==> config.mk <==
export PLATFORM = sky130hd
export DESIGN_NAME = ixc_assign_pipe_flat
export DESIGN_NICKNAME = d
export VERILOG_FILES = /design/src/rtl/ixc_assign_pipe_if.sv /design/src/rtl/ixc_assign_pipe.sv /design/src/flat_wrapper.sv
export SDC_FILE = /design/constraint.sdc
export NUM_CORES = 1
export LEC_CHECK = 0
export CORE_MARGIN = 1
export CORE_UTILIZATION = 51
export DETAILED_ROUTE_END_ITERATION = 8
export MAX_ROUTING_LAYER = met4
export PLACE_DENSITY = 0.84
export REMOVE_ABC_BUFFERS = 1
export SLEW_MARGIN = 20
export SYNTH_ARGS = -nofsm -noshare
export SYNTH_HDL_FRONTEND = slang
export SYNTH_SLANG_ARGS = --single-unit
==> constraint.sdc <==
create_clock -name clk -period 8 [get_ports clk]
set_input_delay 1.6 -clock clk [delete_from_list [all_inputs] [get_ports clk]]
set_output_delay 1.6 -clock clk [all_outputs]
set_load 0.01 [all_outputs]
==> src/rtl/ixc_assign_pipe_if.sv <==
// Valid/ready bus for the ixc_assign_pipe retiming pipe: R side in, L side out, plus occupancy.
// slave is the pipe's view; master is the source/sink view.
interface ixc_assign_pipe_if #(
  parameter int WIDTH = 83,
  parameter int DEPTH = 2
);
  localparam int OCC_W = $clog2(DEPTH + 1);

  logic [WIDTH-1:0] R;
  logic             r_vld;
  logic             r_rdy;
  logic [WIDTH-1:0] L;
  logic             l_vld;
  logic             l_rdy;
  logic [OCC_W-1:0] occ;

  modport slave (
    input  R, r_vld, l_rdy,
    output r_rdy, L, l_vld, occ
  );

  modport master (
    output R, r_vld, l_rdy,
    input  r_rdy, L, l_vld, occ
  );
endinterface

==> src/rtl/ixc_assign_pipe.sv <==
// DEPTH-stage valid/ready retiming pipe for a WIDTH-bit assign, full throughput, bubbles collapse.
// Optional macro IXC_ASSIGN_PIPE_CNT_EN adds a saturating 32-bit output-transfer counter port `beats`.
module ixc_assign_pipe #(
  parameter int WIDTH = 83,
  parameter int DEPTH = 2
) (
  input  logic               clk,
  input  logic               rst,
  ixc_assign_pipe_if.slave   bus
`ifdef IXC_ASSIGN_PIPE_CNT_EN
  ,
  output logic [31:0]        beats
`endif
);
  localparam int OCC_W = $clog2(DEPTH + 1);

  logic [DEPTH-1:0] r_v;
  logic [WIDTH-1:0] r_d [DEPTH];
  logic [OCC_W-1:0] r_occ;

  logic [DEPTH-1:0] w_adv;
  logic [DEPTH-1:0] w_in_v;
  logic [WIDTH-1:0] w_in_d [DEPTH];
  logic             w_in_xfer;
  logic             w_out_xfer;

  // Stage i may advance when it or any stage after it is empty, or the sink is taking a beat.
  always_comb begin : adv_chain
    logic acc;
    acc   = bus.l_rdy;
    w_adv = '0;
    for (int i = DEPTH - 1; i >= 0; i--) begin
      acc      = acc | ~r_v[i];
      w_adv[i] = acc;
    end
  end

  // Incoming valid/data per stage: the R port for stage 0, the previous stage otherwise.
  always_comb begin
    w_in_v = '0;
    for (int i = 0; i < DEPTH; i++) begin
      w_in_d[i] = '0;
    end
    w_in_v[0] = bus.r_vld;
    w_in_d[0] = bus.R;
    for (int i = 1; i < DEPTH; i++) begin
      w_in_v[i] = r_v[i-1];
      w_in_d[i] = r_d[i-1];
    end
  end

  // Transfer strobes at both ends of the pipe.
  always_comb begin
    w_in_xfer  = bus.r_vld & w_adv[0];
    w_out_xfer = r_v[DEPTH-1] & bus.l_rdy;
  end

  // Stage registers; data only loads under a valid beat so a bubble never clobbers it.
  always_ff @(posedge clk) begin
    if (rst) begin
      r_v <= '0;
      for (int i = 0; i < DEPTH; i++) begin
        r_d[i] <= '0;
      end
    end else begin
      for (int i = 0; i < DEPTH; i++) begin
        if (w_adv[i]) begin
          r_v[i] <= w_in_v[i];
          if (w_in_v[i]) begin
            r_d[i] <= w_in_d[i];
          end else begin
            r_d[i] <= r_d[i];
          end
        end else begin
          r_v[i] <= r_v[i];
          r_d[i] <= r_d[i];
        end
      end
    end
  end

  // Occupancy tracks the popcount of r_v without an adder tree.
  always_ff @(posedge clk) begin
    if (rst) begin
      r_occ <= '0;
    end else begin
      case ({w_in_xfer, w_out_xfer})
        2'b10:   r_occ <= r_occ + OCC_W'(1);
        2'b01:   r_occ <= r_occ - OCC_W'(1);
        default: r_occ <= r_occ;
      endcase
    end
  end

`ifdef IXC_ASSIGN_PIPE_CNT_EN
  logic [31:0] r_beats;

  // Saturating count of beats delivered to the sink.
  always_ff @(posedge clk) begin
    if (rst) begin
      r_beats <= 32'd0;
    end else if (w_out_xfer && (r_beats != 32'hFFFF_FFFF)) begin
      r_beats <= r_beats + 32'd1;
    end else begin
      r_beats <= r_beats;
    end
  end

  assign beats = r_beats;
`endif

  assign bus.r_rdy = w_adv[0];
  assign bus.L     = r_d[DEPTH-1];
  assign bus.l_vld = r_v[DEPTH-1];
  assign bus.occ   = r_occ;

endmodule

==> src/flat_wrapper.sv <==
// flat-port wrapper written by rule: the top's interface ports become plain ports
module ixc_assign_pipe_flat 
#(
  parameter int WIDTH = 83,
  parameter int DEPTH = 2
)
  (clk, rst, bus_R, bus_r_vld, bus_l_rdy, bus_r_rdy, bus_L, bus_l_vld, bus_occ);
  ixc_assign_pipe_if #(.WIDTH(WIDTH), .DEPTH(DEPTH)) bus_i ();
  input  logic clk;
  input  logic rst;
  input wire logic [$bits(bus_i.R)-1:0] bus_R;
  input wire logic [$bits(bus_i.r_vld)-1:0] bus_r_vld;
  input wire logic [$bits(bus_i.l_rdy)-1:0] bus_l_rdy;
  output wire logic [$bits(bus_i.r_rdy)-1:0] bus_r_rdy;
  output wire logic [$bits(bus_i.L)-1:0] bus_L;
  output wire logic [$bits(bus_i.l_vld)-1:0] bus_l_vld;
  output wire logic [$bits(bus_i.occ)-1:0] bus_occ;
  assign bus_i.R = bus_R;
  assign bus_i.r_vld = bus_r_vld;
  assign bus_i.l_rdy = bus_l_rdy;
  assign bus_r_rdy = bus_i.r_rdy;
  assign bus_L = bus_i.L;
  assign bus_l_vld = bus_i.l_vld;
  assign bus_occ = bus_i.occ;
  ixc_assign_pipe #(.WIDTH(WIDTH), .DEPTH(DEPTH)) u_core (.clk(clk), .rst(rst), .bus(bus_i));
endmodule
Word level (Yosys, flattened, before mapping)

Memories as Yosys holds them, arrays and structs flattened.
Index checks and enable logic that the tools add are counted.

$add $sub $neg: 2
Equality and inequality tests: 2
Mux-type cells: 31
Bitwise logic cells: 12
Reduce and logical (&&, ||, !) cells: 1

Operators by type and width:

| cell                  | count |
|---|---|
| $mux W83              | 6 |
| $mux W1               | 24 |
| $or A1 B1 Y1          | 8 |
| $pmux W2 S2           | 1 |
| $add A2 B1 Y2 const B | 1 |
| $and A1 B1 Y1         | 2 |
| $eq A2 B1 Y1 const B  | 1 |
| $eq A2 B2 Y1 const B  | 1 |
| $not A1 Y1            | 2 |
| $reduce_bool A2 Y1    | 1 |
| $sub A2 B1 Y2 const B | 1 |

Flip-flop bits (word level): 4
Bits in writable memories: 166
Bits of input ports: 87
Output and inout port bits: 87
Word-level logic and storage cells: 52
Memories kept: 1

Memory list:

| name       | words | bits a word | read ports | clocked after memory_dff | wr ports | line                  | RTL |
|---|---|---|---|---|---|---|---|
| u_core.r_d | 2     | 83          | 2          | 0                        | 2        | ixc_assign_pipe.sv:18 | `logic [WIDTH-1:0] r_d [DEPTH];` |

Longest topological paths before layout

Gate-level depths: netlist (run 1).

Word-level depth: 9
Mapped depth: 6
Depth with buffers taken out: 6

Worst setup path before layout (run 1)

No wires, ideal clock.

Path type: input to register
Start: input port rst
End: memory u_core.r_d[0][0], enable pin
Library setup time: 456 ps
Data arrival time: 4022 ps
Required time: 7544 ps
Path slack: 3523 ps
Stages on the path: 3
Path buffers: 2
Path through: buf_2 buf_2 nand2b_1

RTL lines:

| what        | line                  | RTL |
|---|---|---|
| from (decl) | flat_wrapper.sv:10    | `input logic rst;` |
| to (decl)   | ixc_assign_pipe.sv:18 |  |

Worst setup path after layout (run 1)

Start: input port bus_l_rdy
End: output port bus_r_rdy

Longest elaborated chain between the ends: 2

Ends and longest elaborated chain:

| what                      | line                  | RTL |
|---|---|---|
| from (decl)               | flat_wrapper.sv:13    | `input wire logic [$bits(bus_i.l_rdy)-1:0] bus_l_rdy;` |
| $or A1 B1 Y1 (2 in a row) | ixc_assign_pipe.sv:33 | `acc = acc \| ~r_v[i];` |
| to (decl)                 | flat_wrapper.sv:14    | `output wire logic [$bits(bus_i.r_rdy)-1:0] bus_r_rdy;` |

No other way between the ends.

==> results of run 1 <==
==> worst max-delay path by stage <==
| stage | slack (ns) | depth (start not counted) | startpoint | to |
|---|---|---|---|---|
| 3_5_place_dp | 3.61 | 3 | bus_l_rdy | bus_r_rdy |
| 4_1_cts | 3.60 | 3 | bus_l_rdy | bus_r_rdy |
| 5_1_grt | 3.58 | 3 | bus_l_rdy | bus_r_rdy |
| 6_report | 3.60 | 3 | bus_l_rdy | bus_r_rdy |
| 3_3_place_gp | 3.63 | 3 | bus_l_rdy | bus_r_rdy |
| 2_1_floorplan | 3.77 | 3 | bus_l_rdy | u_core.r_d[0][0]$_SDFFCE_PN0P_ |
==> worst max-delay path: stages <==
cell,delay (ns)
clkdlybuf4s50_1,0.48
nand3b_1,0.16
clkdlybuf4s50_1,0.56
==> registers in the layout (all words and copies together) (netlist names) <==
name            flops
u_core.bus.occ      2
u_core.r_d        166
u_core.r_v          2
==> final cells by class <==
cell class	count	area, um^2
Sequential cell	170	5060
Fill cell	780	3310
Timing Repair Buffer	174	1760
Multi-Input combinational cell	181	1150
Clock buffer	19	433
Tap cell	147	184
Clock inverter	12	103
Inverter	2	7.51
==> per-layer routing <==
metal,track usage,wire (um),up-vias,part of all wire
met5,-,0,-,0
met4,0.0439,99,0,0.0091
met3,0.0632,765,8,0.070
met2,0.297,5710,121,0.52
met1,0.200,4310,1623,0.40
li1,-,-,1631,-
==> power breakdown <==
part / total, mW / switching (mW) / leakage [nW] / internal, mW
logic: 0.207 / 0.0846 / 1.09 / 0.122
clock network: 0.741 / 0.316 / 0.248 / 0.425
registers: 1.08 / 0.0186 / 1.81 / 1.06
total: 2.03 / 0.419 / 3.15 / 1.61
==> cell families (layout without fill, tap and decap cells) <==
| kind of cell | Yosys count | in the layout | share of synthesized area |
|---|---|---|---|
| adders and majority gates | 1 | 1 | 0.00199 |
| and+or+nand+nor | 173 | 173 | 0.171 |
| DFF | 170 | 170 | 0.805 |
| AOI/OAI and AO/OA | 5 | 5 | 0.00437 |
| buffers and inverters | 21 | 207 | 0.0147 |
| xor gates and xnor gates | 2 | 2 | 0.00278 |
==> stage by stage <==
step,std cells,hold WS (ns),power [mW],worst slack [ns]
floorplan,353,0.433,1.16,3.77
global placement,673,0.462,1.29,3.63
detailed placement,673,0.483,1.30,3.61
CTS,704,0.498,2.04,3.60
global route,705,0.527,2.09,3.58
finish,705,0.502,2.03,3.60
==> layout by cell type, fill, tap and decap left out, types with 2 or more instances in the layout <==
cell type        instances
clkinv_4                 2
clkinvlp_4               4
clkbuf_1                 2
edfxtp_1               166
a21oi_1                  3
inv_1                    2
nor2b_1                166
clkinv_1                 3
clkbuf_16               17
clkdlybuf4s50_1        172
dfxtp_1                  4
==> qor.txt, run 1 <==
CTS tree: yes
Final Wtd Congestion: 0.671
Setup slack, reg-to-reg: 6.22 ns
IO Count: 174
Area growth, synth to finish: 38.2%
Hold Path Depth: 2
Status: completed
Vias in the first global route: 3,333
Slew margin rel.: 0.303
Post-Route WL: 10.9 mm
Hold Path Origin: u_core.r_v[0]$_SDFFE_PP0P_
Area of the core: 12,000 um^2
Max VDD drop: 0.140 mV
H-tree lvl count: 4
Setup TNS: 0 ns
Critical Path RT: 6.40 ns
Pwr Density: 233 nW/um^2
Area fraction of the dominant cell type after synthesis: 0.792
Worst-path clk slew: 0.06 ns
Vias: 3,383
Maximum root-to-sink buffer count: 2
DP HPWL: 6.80 mm
Post-CTS Setup Inserts: 0
Worst Hold End: u_core.r_v[1]$_SDFFE_PP0P_
Critical path startpoint category: primary input
Maximum clock frequency: 227 MHz
DIE AREA: 12,800 um^2
Post-route cell area: 8700 um^2
LEAKAGE: 3.15 nW
Mean area per synthesized cell: 16.9 um^2
Commonest cells post-synth: edfxtp_1, nor2b_1, buf_2, clkbuf_1, dfxtp_1
Largest net degree at the start of global routing: 173
Worst-Margin Slew: 1.05 ns
Initial Utilization: 0.524
Port Buf Inserts: 173
Setup-failing EPs final: 0
Drt first pass iters: 4
Hold buffers post-CTS: 0
Final worst-path cycle share: 0.551
Mean number of vias per cell: 4.80
Crit path capture type: output port
Clk_lat worst skew: 0.40 ns
Library cells used by synthesis: 18
Synth warn: 0
Cell count after synthesis: 372
Endpoint of the worst register-to-register path: u_core.r_d[0][26]$_SDFFCE_PN0P_
Cell taking the most area after synthesis: edfxtp_1
Sequential element share of the synthesized area: 0.805
Max-slew violation count: 0
CP Max Fanout: 3
Min Tclk post-route: 4.40 ns
Root buf cell: clkbuf_16
Drt drc: 0
TritonCTS Buffers: 17
Number of synthesized flops with an enable pin: 166
Layout cells sized above 1: 0.0538
Clock Skews: 0.0108 ns
CTS Sinks: 170
# Max-Cap Violations: 0
Synth area leaders: edfxtp_1, nor2b_1, dfxtp_1, buf_2, clkbuf_1
RSZ-0062 raised after global routing: false
End-of-flow core utilization: 0.724
Hold Crit Class: reg2reg
WS Path Type: in2out
CP arrival: 2.80 ns
Fraction of registers with async set/reset: 0
DRT antenna net count: 0
Avg WL per Cell: 15.4 um
Final Hold Viols: 0
Initial antenna violation count: 0
Die X-Extent: 113 um
Diode count: 0
Global-route wire length before repair: 16.3 mm
Total GRT Usage: 0.176
Ys flop type: edfxtp_1
Nets: 634
Placed cell area: 8140 um^2
FF-to-FF Start: u_core.r_v[0]$_SDFFE_PP0P_
Cell Rows: 40
#FFs+latches synth: 170
Initial DRC Count: 203
Global route overflow: 0
Mapped Area: 6290 um^2
Post-CTS resize count: 0
Die H: 113 um
Reg2Reg Depth: 4
Power figures use the tool's default switching activity.
==> inputs of run 2 (changes only) <==
Settings changed: CORE_UTILIZATION 51 to 43, PLACE_DENSITY 0.84 to 0.76.
Clock period 8 ns to 3.6 ns, I/O delays scaled along.
==> run 2 against run 1 <==
Net effect:
- routed wire length down 2.0%
- cell area up 1.8%
- non-clock buffer count up 3
- total power up 130%
- sequential power up 120%
- via count down 1.1%
- count of clock-buffer cells in the layout up 5
- worst setup slack worse by 2.7 ns
- sequential share of layout area down 1.1 points
- largest power group unchanged
==> qor.txt, run 2 (synthesized netlist as in run 1, its figures left out) <==
Hold buffers post-CTS: 0 (unchanged)
Drt drc: 0 (unchanged)
WS Path Type: in2out
Die H: 123 um (+8.8%)
Global-route wire length before repair: 16.1 mm (-1.3%)
End-of-flow core utilization: 0.628 (-0.0957)
Most used cell, CP: clkdlybuf4s50_1
CP arrival: 1.95 ns (-0.85 ns)
Met2 usage: 0.253 (-0.0445)
Max-slew violation count: 0 (unchanged)
Global route overflow: 0 (unchanged)
Area growth, synth to finish: 40.8%
Cell Rows: 43 (+7.5%)
DRT antenna net count: 0 (unchanged)
Setup TNS: 0 ns (unchanged)
Initial DRC Count: 190 (-6.4%)
Drt first pass iters: 4 (unchanged)
Mean number of vias per cell: 4.51 (-6.0%)
Clock share of power: 0.399 (+0.033)
Placed instance count: 710 (+5.5%)
Max VDD drop: 0.293 mV (+110%)
Critical path startpoint category: primary input
Worst-path clk slew: 0.06 ns (about the same)
Post-Route WL: 10.7 mm (-2.0%)
Commonest non-fill, non-tap cells in the layout: clkdlybuf4s50_1, nor2b_1, edfxtp_1, clkbuf_16
CP delay by family, top: buffers and inverters
DIE AREA: 15,100 um^2 (+18%)
Final Hold Viols: 0 (unchanged)
CP cell instances: clkdlybuf4s50_1, nand3b_1, clkdlybuf4s50_1
DP HPWL: 7.16 mm (+5.3%)
Initial Utilization: 0.446 (-0.0775)
CP Max Fanout: 3 (unchanged)
Biggest register: u_core.r_d
CP Buf/Inv Count: 2 (unchanged)
Maximum clock frequency: 375 MHz
Fill cell count: 1,040 (+33%)
Busiest grt layer: met2
Slew margin rel.: 0.635 (+0.332)
Root buf cell: clkbuf_16
Critical Path RT: 2.88 ns (-3.52 ns)
Met3 Resource Use GR: 0.0549 (-0.00831)
Status: completed
Clock Skews: 0.00473 ns (-0.00612 ns)
Hold Crit Class: reg2reg
Diode count: 0 (unchanged)
Avg WL per Cell: 14.4 um (-6.8%)
Port Buf Inserts: 173 (unchanged)
Post-CTS Setup Inserts: 0 (unchanged)
Placed cell area: 8240 um^2 (+1.2%)
Layout cells sized above 1: 0.0623 (+0.00851)
Die X-Extent: 123 um (+8.8%)
Min Tclk post-route: 2.67 ns
H-tree lvl count: 4 (unchanged)
Setup-failing EPs final: 0 (unchanged)
Crit path capture type: output port
Post-CTS resize count: 0 (unchanged)
IO Count: 174 (unchanged)
Internal: 3.84 mW (+140%)
GR Util met1: 0.164 (-0.0357)
LEAKAGE: 3.23 nW (+2.5%)
Flop pwr share: 0.504 (-0.028)
Largest net degree at the start of global routing: 59 (-66%)
Most common cell after layout, fill and taps aside: clkdlybuf4s50_1
Pwr Density: 536 nW/um^2 (+130%)
TritonCTS Buffers: 17 (unchanged)
Slowest stage cell on the critical path: clkdlybuf4s50_1
CP peak stage delay: 0.57 ns (about the same)
Vias: 3,347 (-1.1%)
Final non-filler cell total: 742 (+5.2%)
Post-route cell area: 8860 um^2 (+1.8%)
Worst hold slack: 0.489 ns (-0.0133 ns)
Area of the core: 14,100 um^2 (+17%)
Net Sw Power: 909 uW (+120%)
Maximum root-to-sink buffer count: 2 (unchanged)
Initial antenna violation count: 0 (unchanged)
Nets: 637 (+0.47%)
CTS tree: yes
CTS Sinks: 170 (unchanged)
RSZ-0062 raised after global routing: false
Worst-Margin Slew: 0.548 ns (-0.499 ns)
# Max-Cap Violations: 0 (unchanged)
Comb power frac: 0.097 (-0.005)
Max reg flops: 166 (unchanged)
Vias in the first global route: 3,369 (+1.1%)
Final Wtd Congestion: 0.692 (+3.1%)
Net Sw Frac: 0.191 (-0.0156)
Total GRT Usage: 0.154 (-0.0217)
Clk_lat worst skew: 0.42 ns (+0.02 ns)
Final worst-path cycle share: 0.741
-- run 2: power by group through the flow --
stage	Sequential [mW]	Combinational [mW]	Clock, mW
after floorplan	2.48	0.109	0
after CTS	2.40	0.468	1.93
after detailed placement	2.44	0.466	0
final	2.39	0.460	1.89
after global routing	2.41	0.496	2.01
after global placement	2.43	0.458	0
-- run 2: routing by layer --
layer,vias up,part of all wire
li1,1635,-
met1,1588,0.39
met2,107,0.52
met3,17,0.071
met4,0,0.019
met5,-,0
-- run 2: final cells by class --
class / instances / area [um^2] / area share
flip-flops and latches: 170 / 5060 / 0.572
repair buffers: 177 / 1790 / 0.202
multi-input cells: 181 / 1150 / 0.130
clock buffers: 24 / 482 / 0.0544
well taps: 180 / 225 / 0.0254
clock inverters: 8 / 140 / 0.0158
inverters: 2 / 7.51 / 0.000847
-- run 2: final timing paths --
kind / startpoint / endpoint / slack, ns / depth (start not counted)
worst max-delay path: bus_l_rdy / bus_r_rdy / 0.93 / 3
worst min-delay path: u_core.r_v[0]$_SDFFE_PP0P_ / u_core.r_v[1]$_SDFFE_PP0P_ / 0.49 / 2
worst max register to register: u_core.r_v[1]$_SDFFE_PP0P_ / u_core.r_d[0][1]$_SDFFCE_PN0P_ / 1.89 / 4
worst min register to register: u_core.r_v[0]$_SDFFE_PP0P_ / u_core.r_v[1]$_SDFFE_PP0P_ / 0.49 / 2
-- run 2: through the flow --
step                worst slack (ns)  power [mW]
floorplan                      0.247        2.59
global placement               0.982        2.89
detailed placement             0.945        2.90
CTS                            0.933        4.80
global route                   0.878        4.91
finish                         0.933        4.75
-- run 2: worst register-to-register path, delay by kind of cell (launching register included) --
family	cells	cell delay, ns
buffers and inverters	1	0.33
DFF	1	0.34
and+or+nand+nor	3	0.68
==> inputs of run 3 (changes only) <==
Clock period 3.6 ns to 2.3 ns, I/O delays scaled along.
==> run 3 against run 2 <==
Net effect:
- combinational power is 60% higher
- register-to-register slack got worse by 1.2 ns
- worst setup slack worse by 0.77 ns
- critical path depth is the same
- die area unchanged
- sequential power up 57%
- highest routed layer unchanged
==> qor.txt, run 3 (synthesized netlist as in run 1, its figures left out) <==
Total GRT Usage: 0.158 (+0.00413)
Vias: 3,445 (+2.9%)
Maximum root-to-sink buffer count: 2 (unchanged)
Hold buffers post-CTS: 0 (unchanged)
Clock share of power: 0.407 (+0.008)
Die H: 123 um (unchanged)
Layout cells sized above 1: 0.0708 (+0.00852)
Final Wtd Congestion: 0.697 (+0.72%)
Initial antenna violation count: 0 (unchanged)
Mean number of vias per cell: 4.62 (+2.5%)
Largest net degree at the start of global routing: 98 (+66%)
Area of the core: 14,100 um^2 (unchanged)
Reg2Reg Depth: 5 (+1)
Avg WL per Cell: 15.0 um (+4.1%)
Vias in the first global route: 3,400 (+0.92%)
Max reg flops: 166 (unchanged)
Met2 usage: 0.266 (+0.0133)
Endpoint of the worst register-to-register path: u_core.bus.occ[1]$_SDFFE_PP0P_
Placed instance count: 713 (+0.42%)
Worst Hold End: u_core.r_v[1]$_SDFFE_PP0P_
RSZ-0062 raised after global routing: false
Root buf cell: clkbuf_16
FF-to-FF Start: u_core.r_v[1]$_SDFFE_PP0P_
Port Buf Inserts: 173 (unchanged)
Net Sw Frac: 0.200 (+0.00835)
Post-CTS resize count: 0 (unchanged)
Initial DRC Count: 214 (+13%)
Diode count: 0 (unchanged)
Hold Crit Class: in2reg
Drt drc: 0 (unchanged)
Nets: 640 (+0.47%)
Critical path startpoint category: primary input
CP arrival: 1.68 ns (-0.27 ns)
DRT antenna net count: 0 (unchanged)
Clock Skews: 0.00900 ns (+0.00427 ns)
Flop pwr share: 0.496 (-0.008)
Net Sw Power: 1.51 mW (+66%)
Min Tclk post-route: 2.14 ns
H-tree lvl count: 4 (unchanged)
LEAKAGE: 3.25 nW (+0.81%)
Slew margin rel.: 0.675 (+0.0402)
CP Max Fanout: 3 (unchanged)
Hold Path Origin: rst
Post-Route WL: 11.2 mm (+4.5%)
End-of-flow core utilization: 0.635 (+0.00621)
Global-route wire length before repair: 16.7 mm (+3.8%)
WS Path Type: in2out
Most common cell after layout, fill and taps aside: clkdlybuf4s50_1
Status: completed
Hold Path Depth: 2 (unchanged)
Setup slack, reg-to-reg: 0.74 ns (-1.15 ns)
GR Util met1: 0.166 (+0.00163)
Die X-Extent: 123 um (unchanged)
DIE AREA: 15,100 um^2 (unchanged)
Internal: 6.05 mW (+58%)
Busiest grt layer: met2
Post-route cell area: 8950 um^2 (+0.99%)
Worst-path clk slew: 0.07 ns (about the same)
Placed cell area: 8300 um^2 (+0.73%)
TritonCTS Buffers: 17 (unchanged)
DP HPWL: 7.45 mm (+4.1%)
Fill cell count: 1,021 (-1.8%)
# Max-Cap Violations: 0 (unchanged)
Setup TNS: 0 ns (unchanged)
Crit path capture type: output port
Biggest register: u_core.r_d
Initial Utilization: 0.446 (unchanged)
Global route overflow: 0 (unchanged)
Clk_lat worst skew: 0.42 ns (about the same)
Max VDD drop: 0.511 mV (+75%)
Setup-failing EPs final: 0 (unchanged)
Pwr Density: 845 nW/um^2 (+58%)
Maximum clock frequency: 468 MHz
Final non-filler cell total: 745 (+0.40%)
Critical Path RT: 1.84 ns (-1.04 ns)
Final Hold Viols: 0 (unchanged)
Post-CTS Setup Inserts: 0 (unchanged)
Max-slew violation count: 0 (unchanged)
Drt first pass iters: 4 (unchanged)
IO Count: 174 (unchanged)
Cell Rows: 43 (unchanged)
CTS tree: yes
Worst-Margin Slew: 0.487 ns (-0.0604 ns)
Design Power: 7.56 mW (+59%)
Met3 Resource Use GR: 0.0572 (+0.00231)
Comb power frac: 0.097 (about the same)
CTS Sinks: 170 (unchanged)
Commonest non-fill, non-tap cells in the layout: clkdlybuf4s50_1, nor2b_1, edfxtp_1, clkbuf_16
Final worst-path cycle share: 0.929
Area growth, synth to finish: 42.1%
-- run 3: changes by cell type in the layout (fill, tap and decap cells not counted) --
cell,previous run,this run
clkinv_1,0,2
inv_6,0,1
buf_12,2,5
clkbuf_1,4,0
clkinv_4,0,4
clkinvlp_4,0,3
clkbuf_8,3,0
bufinv_16,4,5
clkinv_2,4,0
-- run 3: routing by layer --
layer	share of wire	wire, um	vias up
met3	0.071	787	20
li1	-	-	1648
met1	0.37	4130	1659
met2	0.54	5990	118
met4	0.022	248	0
met5	0	0	-
-- run 3: critical path: stages --
cell,delay (ns)
clkdlybuf4s50_1,0.49
nand3b_1,0.17
clkdlybuf4s50_1,0.56
-- run 3: worst max path at each step --
stage,to,slack (ns),startpoint
2_1_floorplan,u_core.r_d[0][0]$_SDFFCE_PN0P_,-0.79,bus_l_rdy
3_3_place_gp,u_core.bus.occ[1]$_SDFFE_PP0P_,0.20,bus_l_rdy
3_5_place_dp,u_core.bus.occ[1]$_SDFFE_PP0P_,0.11,bus_l_rdy
4_1_cts,bus_r_rdy,0.16,bus_l_rdy
5_1_grt,bus_r_rdy,0.12,bus_l_rdy
6_report,bus_r_rdy,0.16,bus_l_rdy
-- run 3: power groups by stage --
stage	Combinational [mW]	Sequential, mW	Clock (mW)
detailed placement	0.744	3.82	0
global placement	0.728	3.80	0
global route	0.793	3.77	3.27
finish	0.735	3.75	3.08
CTS	0.748	3.75	3.14
floorplan	0.170	3.88	0
-- run 3: cell type report --
cell class	instances	area (um^2)	area share
clock inverters	15	224	0.0250
inverters	2	7.51	0.000839
clock buffers	17	425	0.0476
multi-input cells	181	1150	0.129
repair buffers	180	1850	0.207
well taps	180	225	0.0252
flip-flops and latches	170	5060	0.566
-- run 3: stage by stage --
| stage | setup slack, ns | hold slack, ns |
|---|---|---|
| after floorplan | -0.793 | 0.433 |
| after global placement | 0.204 | 0.464 |
| after detailed placement | 0.112 | 0.488 |
| after CTS | 0.163 | 0.314 |
| after global routing | 0.122 | 0.330 |
| final | 0.162 | 0.334 |
